File: src/rtl/toast_pkg.sv
// Shared types and constants for the Toast fetch path.
package toast_pkg;
  localparam int INSTR_W = 32;
  localparam logic [INSTR_W-1:0] NOP_INSTR = 32'h0000_0013;
  localparam int FETCH_XLEN = 32;

  typedef struct packed {
    logic [FETCH_XLEN-1:0] pc;
    logic [INSTR_W-1:0]    instr;
  } fetch_entry_t;
endpackage

File: src/rtl/fetch_queue_if.sv
// Fetch queue bus: redirect input, IMEM read port and the decode valid/ready port.
interface fetch_queue_if #(
  parameter int XLEN  = 32,
  parameter int DEPTH = 4
);
  import toast_pkg::*;

  logic                         Redirect;
  logic [XLEN-1:0]              Redirect_pc;
  logic [XLEN-1:0]              IMEM_addr;
  logic                         IMEM_rd_en;
  logic [INSTR_W-1:0]           IMEM_data;
  logic                         Out_valid;
  logic                         Out_ready;
  logic [XLEN-1:0]              Out_pc;
  logic [INSTR_W-1:0]           Out_instr;
  logic [$clog2(DEPTH+1)-1:0]   Count;

  modport master (
    input  Redirect, Redirect_pc, IMEM_data, Out_ready,
    output IMEM_addr, IMEM_rd_en, Out_valid, Out_pc, Out_instr, Count
  );

  modport slave (
    output Redirect, Redirect_pc, IMEM_data, Out_ready,
    input  IMEM_addr, IMEM_rd_en, Out_valid, Out_pc, Out_instr, Count
  );
endinterface

File: src/rtl/toast_sync_fifo.sv
// Power-of-two synchronous FIFO with flush; head is read combinationally.
module toast_sync_fifo #(
  parameter int WIDTH = 64,
  parameter int DEPTH = 4
) (
  input  logic                       clk_i,
  input  logic                       rst_ni,
  input  logic                       push_i,
  input  logic [WIDTH-1:0]           push_dat_i,
  input  logic                       pop_i,
  input  logic                       flush_i,
  output logic [WIDTH-1:0]           head_dat_o,
  output logic [$clog2(DEPTH+1)-1:0] count_o
);
  localparam int PW = $clog2(DEPTH);
  localparam int CW = $clog2(DEPTH+1);

  logic [WIDTH-1:0] mem_q [DEPTH];
  logic [PW-1:0]    rd_ptr_q, rd_ptr_d, wr_ptr_q, wr_ptr_d;
  logic [CW-1:0]    count_q, count_d;

  always_comb begin
    rd_ptr_d = rd_ptr_q;
    wr_ptr_d = wr_ptr_q;
    count_d  = count_q;
    if (flush_i) begin
      rd_ptr_d = '0;
      wr_ptr_d = '0;
      count_d  = '0;
    end else begin
      if (push_i) wr_ptr_d = wr_ptr_q + PW'(1);
      if (pop_i)  rd_ptr_d = rd_ptr_q + PW'(1);
      if (push_i && !pop_i)      count_d = count_q + CW'(1);
      else if (!push_i && pop_i) count_d = count_q - CW'(1);
    end
  end

  always_ff @(posedge clk_i) begin
    if (!rst_ni) begin
      rd_ptr_q <= '0;
      wr_ptr_q <= '0;
      count_q  <= '0;
      for (int i = 0; i < DEPTH; i++) mem_q[i] <= '0;
    end else begin
      rd_ptr_q <= rd_ptr_d;
      wr_ptr_q <= wr_ptr_d;
      count_q  <= count_d;
      if (push_i && !flush_i) mem_q[wr_ptr_q] <= push_dat_i;
    end
  end

  assign head_dat_o = mem_q[rd_ptr_q];
  assign count_o    = count_q;
endmodule

File: src/rtl/fetch_queue.sv
// Instruction prefetch queue between IMEM (1-cycle read) and decode (valid/ready).
// Optional FETCH_QUEUE_BYPASS_EN forwards the in-flight response straight to decode when empty.
module fetch_queue
  import toast_pkg::*;
#(
  parameter int              XLEN     = 32,
  parameter int              DEPTH    = 4,
  parameter logic [XLEN-1:0] RESET_PC = '0
) (
  input  logic       Clk,
  input  logic       Reset_n,
  fetch_queue_if.master bus
);
  localparam int CW = $clog2(DEPTH+1);
  localparam int EW = XLEN + INSTR_W;
  localparam logic [CW:0] DEPTH_OCC = (CW+1)'(DEPTH);

  logic [XLEN-1:0] fetch_pc_q, fetch_pc_d;
  logic [XLEN-1:0] inflight_pc_q, inflight_pc_d;
  logic            inflight_q, inflight_d;

  logic [EW-1:0]   head_dat;
  logic [CW-1:0]   fifo_cnt;
  logic [CW:0]     occupancy;
  logic            live, bypass, out_valid, pop_any, issue;
  logic            fifo_push, fifo_pop;

  // Reset is treated like a redirect for the combinational outputs of this cycle.
  assign live      = Reset_n && !bus.Redirect;
  assign occupancy = {1'b0, fifo_cnt} + (CW+1)'(inflight_q);

`ifdef FETCH_QUEUE_BYPASS_EN
  assign bypass        = (fifo_cnt == '0) && inflight_q;
  assign bus.Out_pc    = bypass ? inflight_pc_q : head_dat[EW-1:INSTR_W];
  assign bus.Out_instr = bypass ? bus.IMEM_data : head_dat[INSTR_W-1:0];
`else
  assign bypass        = 1'b0;
  assign bus.Out_pc    = head_dat[EW-1:INSTR_W];
  assign bus.Out_instr = head_dat[INSTR_W-1:0];
`endif

  assign out_valid = live && ((fifo_cnt != '0) || bypass);
  assign pop_any   = out_valid && bus.Out_ready;
  assign fifo_pop  = pop_any && (fifo_cnt != '0);
  // A bypassed response that decode takes immediately never occupies a slot.
  assign fifo_push = live && inflight_q && !(bypass && bus.Out_ready);
  // Credit counts the in-flight response, so a capture can never overflow.
  assign issue     = live && ((occupancy < DEPTH_OCC) ||
                              ((occupancy == DEPTH_OCC) && pop_any));

  always_comb begin
    fetch_pc_d    = fetch_pc_q;
    inflight_pc_d = inflight_pc_q;
    inflight_d    = issue;
    if (bus.Redirect) begin
      fetch_pc_d = {bus.Redirect_pc[XLEN-1:2], 2'b00};
      inflight_d = 1'b0;
    end else if (issue) begin
      fetch_pc_d    = fetch_pc_q + XLEN'(4);
      inflight_pc_d = fetch_pc_q;
    end
  end

  always_ff @(posedge Clk) begin
    if (!Reset_n) begin
      fetch_pc_q    <= RESET_PC;
      inflight_pc_q <= '0;
      inflight_q    <= 1'b0;
    end else begin
      fetch_pc_q    <= fetch_pc_d;
      inflight_pc_q <= inflight_pc_d;
      inflight_q    <= inflight_d;
    end
  end

  toast_sync_fifo #(
    .WIDTH (EW),
    .DEPTH (DEPTH)
  ) u_fifo (
    .clk_i      (Clk),
    .rst_ni     (Reset_n),
    .push_i     (fifo_push),
    .push_dat_i ({inflight_pc_q, bus.IMEM_data}),
    .pop_i      (fifo_pop),
    .flush_i    (bus.Redirect),
    .head_dat_o (head_dat),
    .count_o    (fifo_cnt)
  );

  assign bus.IMEM_addr  = fetch_pc_q;
  assign bus.IMEM_rd_en = issue;
  assign bus.Out_valid  = out_valid;
  assign bus.Count      = fifo_cnt;
endmodule

File: src/flat_wrapper.sv
// flat-port wrapper written by rule: the top's interface ports become plain ports
module fetch_queue_flat import toast_pkg::*;
#(
  parameter int              XLEN     = 32,
  parameter int              DEPTH    = 4,
  parameter logic [XLEN-1:0] RESET_PC = '0
)
  (Clk, Reset_n, bus_Redirect, bus_Redirect_pc, bus_IMEM_data, bus_Out_ready, bus_IMEM_addr, bus_IMEM_rd_en, bus_Out_valid, bus_Out_pc, bus_Out_instr, bus_Count);
  fetch_queue_if #(.XLEN(XLEN), .DEPTH(DEPTH)) bus_i ();
  input  logic Clk;
  input  logic Reset_n;
  input wire logic [$bits(bus_i.Redirect)-1:0] bus_Redirect;
  input wire logic [$bits(bus_i.Redirect_pc)-1:0] bus_Redirect_pc;
  input wire logic [$bits(bus_i.IMEM_data)-1:0] bus_IMEM_data;
  input wire logic [$bits(bus_i.Out_ready)-1:0] bus_Out_ready;
  output wire logic [$bits(bus_i.IMEM_addr)-1:0] bus_IMEM_addr;
  output wire logic [$bits(bus_i.IMEM_rd_en)-1:0] bus_IMEM_rd_en;
  output wire logic [$bits(bus_i.Out_valid)-1:0] bus_Out_valid;
  output wire logic [$bits(bus_i.Out_pc)-1:0] bus_Out_pc;
  output wire logic [$bits(bus_i.Out_instr)-1:0] bus_Out_instr;
  output wire logic [$bits(bus_i.Count)-1:0] bus_Count;
  assign bus_i.Redirect = bus_Redirect;
  assign bus_i.Redirect_pc = bus_Redirect_pc;
  assign bus_i.IMEM_data = bus_IMEM_data;
  assign bus_i.Out_ready = bus_Out_ready;
  assign bus_IMEM_addr = bus_i.IMEM_addr;
  assign bus_IMEM_rd_en = bus_i.IMEM_rd_en;
  assign bus_Out_valid = bus_i.Out_valid;
  assign bus_Out_pc = bus_i.Out_pc;
  assign bus_Out_instr = bus_i.Out_instr;
  assign bus_Count = bus_i.Count;
  fetch_queue #(.XLEN(XLEN), .DEPTH(DEPTH), .RESET_PC(RESET_PC)) u_core (.Clk(Clk), .Reset_n(Reset_n), .bus(bus_i));
endmodule
File: config.mk
export PLATFORM = sky130hd
export DESIGN_NAME = fetch_queue_flat
export DESIGN_NICKNAME = d
export VERILOG_FILES = /design/src/rtl/toast_pkg.sv /design/src/rtl/fetch_queue_if.sv /design/src/rtl/toast_sync_fifo.sv /design/src/rtl/fetch_queue.sv /design/src/flat_wrapper.sv
export SDC_FILE = /design/constraint.sdc
export NUM_CORES = 1
export LEC_CHECK = 0
export BUFFER_PORTS_ARGS = -buffer_cell sky130_fd_sc_hd__buf_2
export CORE_MARGIN = 2
export CORE_UTILIZATION = 53
export DETAILED_ROUTE_END_ITERATION = 10
export HOLD_SLACK_MARGIN = 0.02
export PLACE_DENSITY_LB_ADDON = 0.1
export RECOVER_POWER = 100
export SYNTH_ARGS = -nofsm -noshare
export SYNTH_HDL_FRONTEND = slang
export SYNTH_HIERARCHICAL = 1
export SYNTH_SLANG_ARGS = --single-unit
File: constraint.sdc
create_clock -name Clk -period 3.15 [get_ports Clk]
set_input_delay 0.315 -clock Clk [delete_from_list [all_inputs] [get_ports Clk]]
set_output_delay 0.315 -clock Clk [all_outputs]
set_load 0.02 [all_outputs]
Word level (Yosys, flattened, before mapping)
Memories as Yosys holds them, arrays and structs flattened. A register that Yosys moved wholly into a read port is not among the register bits.
Index checks and enable logic that the tools add are counted.
Word-level totals
  output and inout bits: 101
  register bits after elaboration: 72
  logic and storage cells: 51
  memories: 1
  RAM bits: 256
  input port bits: 68
Memories
  u_core.u_fifo.mem_q: words 4, bits a word 64, read ports 1, clocked after memory_dff 1, write ports 4, RTL line toast_sync_fifo.sv:18  | logic [WIDTH-1:0] mem_q [DEPTH];
Operators by class
  reduce and logical (&&, ||, !) cells: 20
  add/sub/neg operators: 6
  multiplexer cells: 13
  eq/ne operators: 1
  magnitude comparators: 1
  bitwise gates (word level): 2
Operators with widths (count)
  32-bit 2-to-1 mux: 2
  64-bit 2-to-1 mux: 1
  64-bit OR reduction: 1
  32-bit by 3-bit adder with 32-bit output (second input constant): 1
  1-bit logical AND: 10
  2-bit 2-to-1 mux: 3
  3-bit 2-to-1 mux: 2
  1-bit 2-to-1 mux: 5
  2-bit by 1-bit adder with 2-bit output (second input constant): 2
  3-bit by 1-bit adder with 4-bit output: 1
  4-bit by 3-bit == test with 1-bit output (second input constant): 1
  4-bit by 3-bit < comparator with 1-bit output (second input constant): 1
  2-bit nonzero test: 2
  3-bit by 1-bit adder with 3-bit output (second input constant): 1
  1-bit logical NOT: 3
  3-bit nonzero test: 1
  3-bit by 1-bit subtractor with 3-bit output (second input constant): 1
  1-bit inverter: 2
  2-bit AND reduction: 1
  2-bit OR reduction: 1
  1-bit logical OR: 1

Logic depth before layout (Yosys ltp)
Gate-level depths: netlist of the first run.
  depth after elaboration: 9
  mapped depth: 11
  mapped depth without buffers: 9

Modules after synthesis
The synthesis of the first run kept the hierarchy.
Modules (own cells, without submodules)
  toast_sync_fifo: cells an instance 734, seq. area each 7867.5 µm², times used 1, area each 11028.1 µm²
  fetch_queue: cells an instance 379, seq. area each 1221.2 µm², times used 1, area each 2965.3 µm²

Worst setup path after synthesis of the first run
OpenSTA, ideal clock, no wires.
  path kind: input to register
  start point: input port Reset_n
  end point: memory u_core.u_fifo.mem_q[0][0], enable pin
  arrival time: 2.605 ns
  required time: 2.457 ns
  stages: 9
  path buffers: 4
  slack: -0.148 ns
  setup time: 0.693 ns
  cell sequence: buf_4 nor2b_2 buf_4 and2_1 nor2b_1 nand2_1 buf_2 buf_2 nand2_1
RTL lines
  from (decl): RTL line flat_wrapper.sv:11  | input logic Reset_n;
  to (decl): RTL line toast_sync_fifo.sv:18

==> results.tsv, run 1 <==
metric	value	unit
status	complete, but fails checks	
violations	max-capacitance violations, max-slew violations	
hold_viol	0	
chipHeight	166	µm
synth_edf_count	256	
nNetsFinal	1338	
cts_setup_buffers	0	
rrSetupSlack	0.21	ns
drtIter0Drc	745	
synthCells	1113	
ys_top_cells_by_area	edfxtp_1, mux4_2, dfxtp_1	
min_to	u_core/bus.IMEM_addr[7]	
numCtsBuffers	34	
vias	9150	
timing.final.crit_share	93.8	%
finish.instance_area	0.0160	mm²
diodes	0	
rsz0062_at_grt	false	
initial_core_util	53.9	%
cp-start-kind	input pin	
stdcell_count	1622	
synthMuxAreaShare	10.5	%
setup_tns	0	ns
fmax	339	MHz
reg2reg_to	u_core/u_fifo/mem_q[1][26]	
synthToLayoutAreaGrowth	14.4	%
cp_max_fo	54	
clockPowerShare	41.1	%
final.min_clock_period	2.95	ns
gr-usage-all-layers	23.0	%
swShare	22.5	%
antenna_found_initial	0	
rows	59	
routed_wl	31.8	mm
grt_pass1_wl	50.2	mm
ioPinCount	169	
place_congestion	0.849	
critPathSlowestCell	buf_4	
combPwrFrac	5.7	%
clock_latency	0.51	ns
dieWidth	166	µm
dp_hpwl	18.6	mm
cts_sinks	326	
fp.coreArea	0.0260	mm²
end_kind	flip-flop	
clkTransAtPathRegs	0.06	ns
cpPeakStageDelay	0.78	ns
power_density	570	mW/mm²
crit_chain	clkbuf_1, nor2b_2, and2_0, nor2b_1, nand3_4, nand2_1, buf_4	
rr_worst_depth	5	
placed_cells	1561	
drc	0	
fin_skew	0.00987	ns
maxCapViolations	3	
synth_area	0.0140	mm²
path_class	input pin to flip-flop	
synthArstFlopShare	0	%
cts_tree	built	
synth-compound-area-share	4.77	%
ant_nets	0	
internal-power	0.00708	W
power	0.00913	W
grt_pass1_vias	9336	
root_buffer	clkbuf_16	
io_buffers	164	
postPlaceCellArea	0.0151	mm²
synth-simple-area-share	15.1	%
dieArea	0.0277	mm²
synth_top_family_by_area	simple AND/OR/NAND/NOR gates	
yosys.area.top_type	edfxtp_1	
hp-start	bus_Redirect_pc[7]	
crit_arrival	3.09	ns
cts-htree-levels	2	
p_leak	5.50	nW
yosys_warnings	6	
p_seq_share	53.2	%
drive_above_1_share	18.4	%
synth_top_area_share	54.9	%
ys_types	60	
synthAdderAreaFrac	0.501	%
tightestPinTransition	1.70	ns
peakVddDrop	0.395	mV
grt_overflow	0	
worstPathRequired	3.29	ns
cts.path.max_buffers	3	
synth_seq_area_share	64.9	%
yosys_register_bits	326	
synth_xor_area_share	0.688	%
viasPerCell	5.64	
final-max-slew-violation-count	195	
min_path_cells	3	
finalSetupViolations	0	
synth-main-ff-cell	edfxtp_1	
grt_start_max_net_pins	65	
p_sw	0.00205	W
drt-wirelength-per-cell	19.6	µm
syn-mean-instance-area	12.6	µm²
maxSlewHeadroom	-13.3	%
hold_path.class	input pin to flip-flop	
drt_first_pass_iters	5	
hold_ws	0.0451	ns
rr_startpoint	u_core/inflight_q	
## per-layer routing
layer / vias up / part of all wire [%] / GRT usage (%)
met5: - / 0 / 0
met3: 52 / 6.0 / 3.26
met4: 0 / 2.2 / 7.16
met1: 4448 / 43 / 31.1
met2: 325 / 49 / 38.9
li1: 4325 / - / -
## cell usage in the layout (no fill, tap or decap), types with 5 or more instances in the layout
cell	count
a21oi_1	42
a31oi_1	9
and3_1	7
buf_2	69
buf_4	7
clkbuf_1	83
clkbuf_16	34
clkbuf_2	26
clkinv_1	5
clkinv_2	8
dfxtp_1	68
edfxtp_1	256
inv_1	6
mux4_2	64
nand2_1	159
nand3_1	21
nand4_1	11
nor2_1	269
nor3_1	10
o211ai_1	7
o21ai_0	16
or3_1	9
xnor2_1	6
xor2_1	5
## worst max-delay path, delay by kind of cell
| kind | cells | cell delay, ns |
|---|---|---|
| and+or+nand+nor | 5 | 1.82 |
| buffers and inverters | 2 | 0.91 |
## Yosys cell counts, drive strengths merged, types with 9 or more instances
master and number:
clkbuf 29, o21ai 16, nor2 270, nand3 23, a31oi 9, nor3 10, nand4 11, mux4 64
a21oi 42, edfxtp 256, nand2 163, buf 49, or3 9, dfxtp 70
## state kept, by name, summed over array words and instances (netlist names), named ones only
register / count
u_core/u_fifo/rd_ptr_q: 2
u_core/inflight_q: 1
u_core/bus.IMEM_addr: 30
u_core/u_fifo/mem_q: 256
u_core/u_fifo/wr_ptr_q: 2
u_core/u_fifo/count_o: 3
u_core/inflight_pc_q: 30
## worst max path at each step
stage / start / to / cells after the start
6_report: Reset_n / u_core/u_fifo/mem_q[1][26] / 7
5_1_grt: flip-flop / bus_Out_pc[20] / 3
4_1_cts: u_core/u_fifo/count_o[0] / bus_IMEM_rd_en / 7
3_5_place_dp: bus_Redirect / u_core/u_fifo/mem_q[1][39] / 7
3_3_place_gp: bus_Redirect / u_core/u_fifo/mem_q[1][31] / 7
2_1_floorplan: Reset_n / u_core/u_fifo/mem_q[3][0] / 6
## power groups by stage
stage	Sequential, W	Combinational, W	Clock [W]
2_1_floorplan	0.00495	0.000308	0
4_1_cts	0.00486	0.000543	0.00384
5_1_grt	0.00487	0.000565	0.00398
3_5_place_dp	0.00495	0.000538	0
6_report	0.00486	0.000520	0.00375
3_3_place_gp	0.00494	0.000535	0
## repair_timing
item,in CTS,in global routing
gates resized for setup,0,1
setup endpoints to repair,0,1
hold endpoints to repair,3,0
hold buffers,3,0
## cells by family after synthesis
logic type / after synthesis
AO/OA/AOI/OAI: 105
AND/OR/NAND/NOR: 512
adder cells (fa/ha/maj): 5
flip-flops: 326
multiplexers: 67
buffers and inverters: 86
XOR/XNOR: 11
other: 1
## stage by stage
step	utilization, %	setup slack [ns]
floorplan	-	0.319
global placement	58.2	0.554
detailed placement	58.2	0.548
CTS	62.3	0.107
global route	61.6	0.0479
finish	61.6	0.196
## layout make-up
class	instances	area, µm²
timing repair buffer	191	957
fill	2135	9980
multi-input combinational	704	4460
sequential	326	9090
clock buffer	40	903
clock inverter	18	136
tap	335	419
inverter	8	31.3
(Power assumes the default switching activity.)
==> inputs of run 2 (changes only) <==
BUFFER_PORTS_ARGS = default   (was -buffer_cell sky130_fd_sc_hd__buf_2)
CORE_UTILIZATION = 57   (was 53)
DONT_BUFFER_PORTS = 1   (was default)
==> run 2 against run 1 <==
  * The run still ends with max-capacitance violations, max-slew violations left
  * Routed wire length fell by 2.1%
  * Worst hold slack worse by 0.0048 ns
  * Global-route usage up 1.4 points
  * Non-clock buffer count decreased by 131
  * Via count shrank 3.5%
  * Flip-flop and latch count did not move
  * Core utilization increased by 2.8 points
  * Critical path type is now flip-flop to output port
==> results.tsv, run 2 (synthesized netlist as in run 1, its figures left out) <==
metric	value	unit
final_cell_mix	nor2_1, edfxtp_1, nand2_1	
end_kind	output port	
cts_sinks	326	
viasPerCell	5.96	
ioPinCount	169	
regArea	0.00909	mm²
drt_first_pass_iters	5	
cp-start-kind	flip-flop	
finalSetupViolations	0	
hold_viol	0	
rows	57	
routed_wl	31.2	mm
timing.final.crit_share	93.2	%
fp.coreArea	0.0242	mm²
p_leak	5.17	nW
cp_common_cell	ha_1	
grt_pass1_wl	48.7	mm
grt_start_max_net_pins	77	
grt_overflow	0	
setup_tns	0	ns
vias	8832	
drt-wirelength-per-cell	21.0	µm
initial_core_util	57.9	%
drive_above_1_share	12.6	%
place_congestion	0.876	
stdcell_count	1481	
layout_commonest_cell	nor2_1	
chipHeight	161	µm
worstPathRequired	2.83	ns
drtIter0Drc	746	
crit_chain	ha_1, ha_1, nor2_1, a41o_1, nand2_1, clkinv_2, buf_4	
clkTransAtPathRegs	0.06	ns
antenna_found_initial	0	
postPlaceCellArea	0.0143	mm²
tightestPinTransition	1.70	ns
peakVddDrop	0.442	mV
cpPeakStageDelay	0.55	ns
largest_reg_flops	256	
hold_path.class	input pin to flip-flop	
root_buffer	clkbuf_16	
fin_skew	0.0124	ns
critPathSlowestCell	dfxtp_1	
cts-htree-levels	2	
numCtsBuffers	34	
diodes	0	
dp_hpwl	17.8	mm
crit_arrival	2.62	ns
cts_tree	built	
io_buffers	0	
synthToLayoutAreaGrowth	11.2	%
dieWidth	161	µm
fmax	341	MHz
cts.path.max_buffers	3	
dieArea	0.0258	mm²
cts_setup_buffers	0	
grt_pass1_vias	8916	
rsz0062_at_grt	false	
multi_input_area	0.00447	mm²
nNetsFinal	1207	
power_density	581	mW/mm²
ant_nets	0	
maxSlewHeadroom	-13.5	%
final.fill_count	1840	
final.min_clock_period	2.93	ns
violations	max-capacitance violations, max-slew violations	
clock_latency	0.51	ns
drc	0	
finish.instance_area	0.0156	mm²
regMostFlops	u_core/u_fifo/mem_q	
path_class	flip-flop to output port	
status	complete, but fails checks	
cp_max_fo	24	
final-max-slew-violation-count	195	
gr-usage-all-layers	24.4	%
maxCapViolations	3	
placed_cells	1391	
[run 2: cell types whose count changed in the layout (fill, tap and decap cells not counted), moves of 2 or more]
| cell | previous run | this run |
|---|---|---|
| buf_2 | 69 | 0 |
| clkbuf_1 | 83 | 16 |
| dlygate4sd3_1 | 3 | 31 |
| clkbuf_2 | 26 | 10 |
| clkbuf_16 | 34 | 37 |
| clkinvlp_4 | 3 | 1 |
| inv_6 | 2 | 0 |
[run 2: final timing paths]
check | cells past startpoint | slack, ns | from | endpoint
max | 7 | 0.22 | u_core/u_fifo/count_o[0] | bus_IMEM_rd_en
max reg2reg | 4 | 0.22 | u_core/inflight_q | u_core/u_fifo/mem_q[2][5]
min reg2reg | 2 | 0.46 | u_core/inflight_pc_q[9] | u_core/inflight_pc_q[9]
min | 3 | 0.04 | bus_Redirect_pc[19] | u_core/bus.IMEM_addr[19]
[run 2: stage by stage]
step                setup slack, ns  power, W  utilization (%)  hold WS [ns]
floorplan                     0.319   0.00526                -         0.424
finish                        0.215   0.00903             64.4        0.0402
global placement              0.548   0.00537             59.3         0.431
detailed placement            0.514   0.00537             59.3         0.431
global route                 0.0269   0.00933             64.4        0.0413
CTS                           0.130   0.00913             64.9        0.0269
[run 2: routing by layer]
| metal | vias up | GRT usage (%) | wire, µm | part of all wire, % |
|---|---|---|---|---|
| li1 | 4056 | - | - | - |
| met1 | 4356 | 32.5 | 12800 | 41 |
| met2 | 376 | 41.1 | 15300 | 49 |
| met3 | 44 | 5.04 | 2450 | 7.9 |
| met4 | 0 | 6.59 | 560 | 1.8 |
| met5 | - | 0 | 0 | 0 |
[run 2: layout make-up]
type | count | area share, %
Sequential cell | 326 | 58.4
Multi-Input combinational cell | 704 | 28.7
Clock buffer | 48 | 6.34
Timing Repair Buffer | 60 | 3.33
Tap cell | 324 | 2.61
Clock inverter | 11 | 0.338
Inverter | 8 | 0.201
[run 2: worst max-delay path: cells and delay by family, from the launching register on]
family	cells	cell delay, ns
compound gates	1	0.29
buf+inv	2	0.52
simple gates	2	0.29
flops	1	0.55
fa+ha+maj	2	0.47
[run 2: where the power goes]
part	internal, W	leakage [nW]	total (W)	switching (W)
sequential	0.00478	3.24	0.00488	0.000109
combinational	0.000135	1.41	0.000422	0.000287
clock	0.00218	0.511	0.00373	0.00155
total	0.00709	5.17	0.00903	0.00194
[run 2: timing repair]
item	in CTS	in global routing
hold buffers	31	0
setup endpoints to repair	0	1
gates resized for setup	0	1
hold endpoints to repair	29	0
==> inputs of run 3 (changes only) <==
GPL_TIMING_DRIVEN = 0   (was default)
==> run 3 against run 2 <==
  * The flow now finishes without violations
  * Die area did not move
  * Critical path depth rose by 1
  * Power rose by 3.6%
  * Global-route usage rose by 1.1 points
  * Fmax fell by 1.2%
  * Flip-flop and latch count did not move
  * Critical path type unchanged
  * Largest power group unchanged
  * Highest routed layer unchanged
==> results.tsv, run 3 (synthesized netlist as in run 1, its figures left out) <==
metric	value	unit
status	complete, no violations	
tightestPinTransition	1.40	ns
drtIter0Drc	785	
dp_hpwl	20.3	mm
grt_overflow	0	
final.min_clock_period	2.97	ns
initial_core_util	57.9	%
p_sw	0.00201	W
cts_tree	built	
path_class	flip-flop to output port	
hp-start	bus_Redirect_pc[24]	
final_util	65.0	%
place_ws	0.299	ns
io_buffers	0	
cts-htree-levels	2	
crit_arrival	2.65	ns
end_kind	output port	
rows	57	
internal-power	0.00734	W
final-max-slew-violation-count	0	
maxSlewHeadroom	6.37	%
cp_common_cell	ha_1	
nNetsFinal	1252	
place_congestion	0.903	
cts_sinks	326	
maxCapViolations	0	
clock_latency	0.50	ns
placed_cells	1444	
gr-usage-all-layers	25.5	%
cp-start-kind	flip-flop	
fmax	337	MHz
power_density	595	mW/mm²
stdcell_count	1527	
cts_setup_buffers	0	
hold_path.class	input pin to flip-flop	
ant_nets	0	
rsz0062_at_grt	false	
numCtsBuffers	35	
antenna_found_initial	0	
combPwrFrac	4.8	%
dieArea	0.0258	mm²
ioPinCount	169	
fin_ws	0.181	ns
fin_skew	0.0130	ns
rr_startpoint	u_core/u_fifo/count_o[0]	
largest_reg_flops	256	
routed_wl	32.5	mm
chipHeight	161	µm
drt-wirelength-per-cell	21.3	µm
grt_start_max_net_pins	59	
drive_above_1_share	12.6	%
cts.path.max_buffers	3	
power	0.00935	W
final.fill_count	1832	
p_seq_share	52.3	%
clockPowerShare	42.9	%
crit_start	u_core/u_fifo/count_o[0]	
fp.coreArea	0.0242	mm²
swShare	21.5	%
viasPerCell	5.91	
min_path_cells	2	
multi_input_area	0.00444	mm²
synthToLayoutAreaGrowth	12.3	%
dieWidth	161	µm
p_leak	5.28	nW
rrSetupSlack	0.19	ns
layout_commonest_cell	nor2_1	
cp_max_fo	10	
drt_first_pass_iters	5	
rr_worst_depth	10	
finalSetupViolations	0	
drc	0	
final_cell_mix	nor2_1, edfxtp_1, nand2_1	
crit_chain	ha_1, ha_1, nor2_1, a41o_1, buf_4, nand2_2, inv_2, clkbuf_2	
root_buffer	clkbuf_16	
cpPeakStageDelay	0.55	ns
hold_viol	0	
reg2reg_to	u_core/bus.IMEM_addr[21]	
clkTransAtPathRegs	0.06	ns
peakVddDrop	0.341	mV
worstPathRequired	2.83	ns
grt_pass1_wl	50.7	mm
critPathSlowestCell	dfxtp_1	
vias	9026	
timing.final.crit_share	94.3	%
diodes	0	
crit_end	bus_IMEM_rd_en	
grt_pass1_vias	9027	
regMostFlops	u_core/u_fifo/mem_q	
regArea	0.00909	mm²
[run 3: cell count changes in the layout (fill, tap and decap cells not counted), sizes merged]
cell	previous run	this run
buf	10	25
bufinv	0	3
clkbuf	67	105
clkinv	12	10
dlygate4sd3	31	22
inv	6	7
[run 3: critical path: cells and delay by family, from the launching register on]
family | cells | cell delay (ns)
buffers and inverters | 3 | 0.65
AO/OA/AOI/OAI | 1 | 0.19
adder cells (fa/ha/maj) | 2 | 0.47
AND/OR/NAND/NOR | 2 | 0.28
flip-flops | 1 | 0.55
[run 3: metrics by stage]
| stage | area, µm² | setup TNS (ns) | hold WS [ns] |
|---|---|---|---|
| floorplan | 14000 | 0 | 0.424 |
| global placement | 14400 | -151.60 | 0.444 |
| detailed placement | 14500 | 0 | 0.447 |
| CTS | 15900 | 0 | 0.0209 |
| global route | 15700 | 0 | 0.0338 |
| finish | 15700 | 0 | 0.0453 |
[run 3: layout make-up]
type	instances	share of cell area [%]
flip-flops and latches	326	57.8
inverters	8	0.191
multi-input cells	704	28.3
clock buffers	48	6.28
well taps	324	2.58
plain buffers	78	2.20
clock inverters	13	0.860
repair buffers	26	1.81
[run 3: worst min path at each step]
| stage | endpoint |
|---|---|
| global route | u_core/bus.IMEM_addr[24] |
| finish | u_core/bus.IMEM_addr[24] |
| floorplan | u_core/bus.IMEM_addr[10] |
| global placement | u_core/inflight_pc_q[14] |
| CTS | u_core/bus.IMEM_addr[19] |
| detailed placement | u_core/inflight_pc_q[9] |
[run 3: layer usage]
| metal | part of all wire, % | vias up | GRT usage (%) |
|---|---|---|---|
| met5 | 0 | - | 0 |
| met4 | 2.2 | 0 | 6.51 |
| met3 | 8.6 | 56 | 5.60 |
| met2 | 49 | 386 | 42.6 |
| met1 | 40 | 4421 | 34.4 |
| li1 | - | 4163 | - |
[run 3: timing repair]
action | CTS | global route
hold buffers | 22 | 0
gates resized for setup | 1 | 0
setup endpoints to repair | 1 | 0
hold endpoints to repair | 22 | 0
[run 3: power by group through the flow]
stage,clock [W],sequential (W),combinational [W]
after floorplan,0,0.00495,0.000308
after global placement,0,0.00498,0.000413
after detailed placement,0,0.00498,0.000434
after CTS,0.00408,0.00489,0.000458
after global routing,0.00425,0.00490,0.000486
final,0.00402,0.00489,0.000450
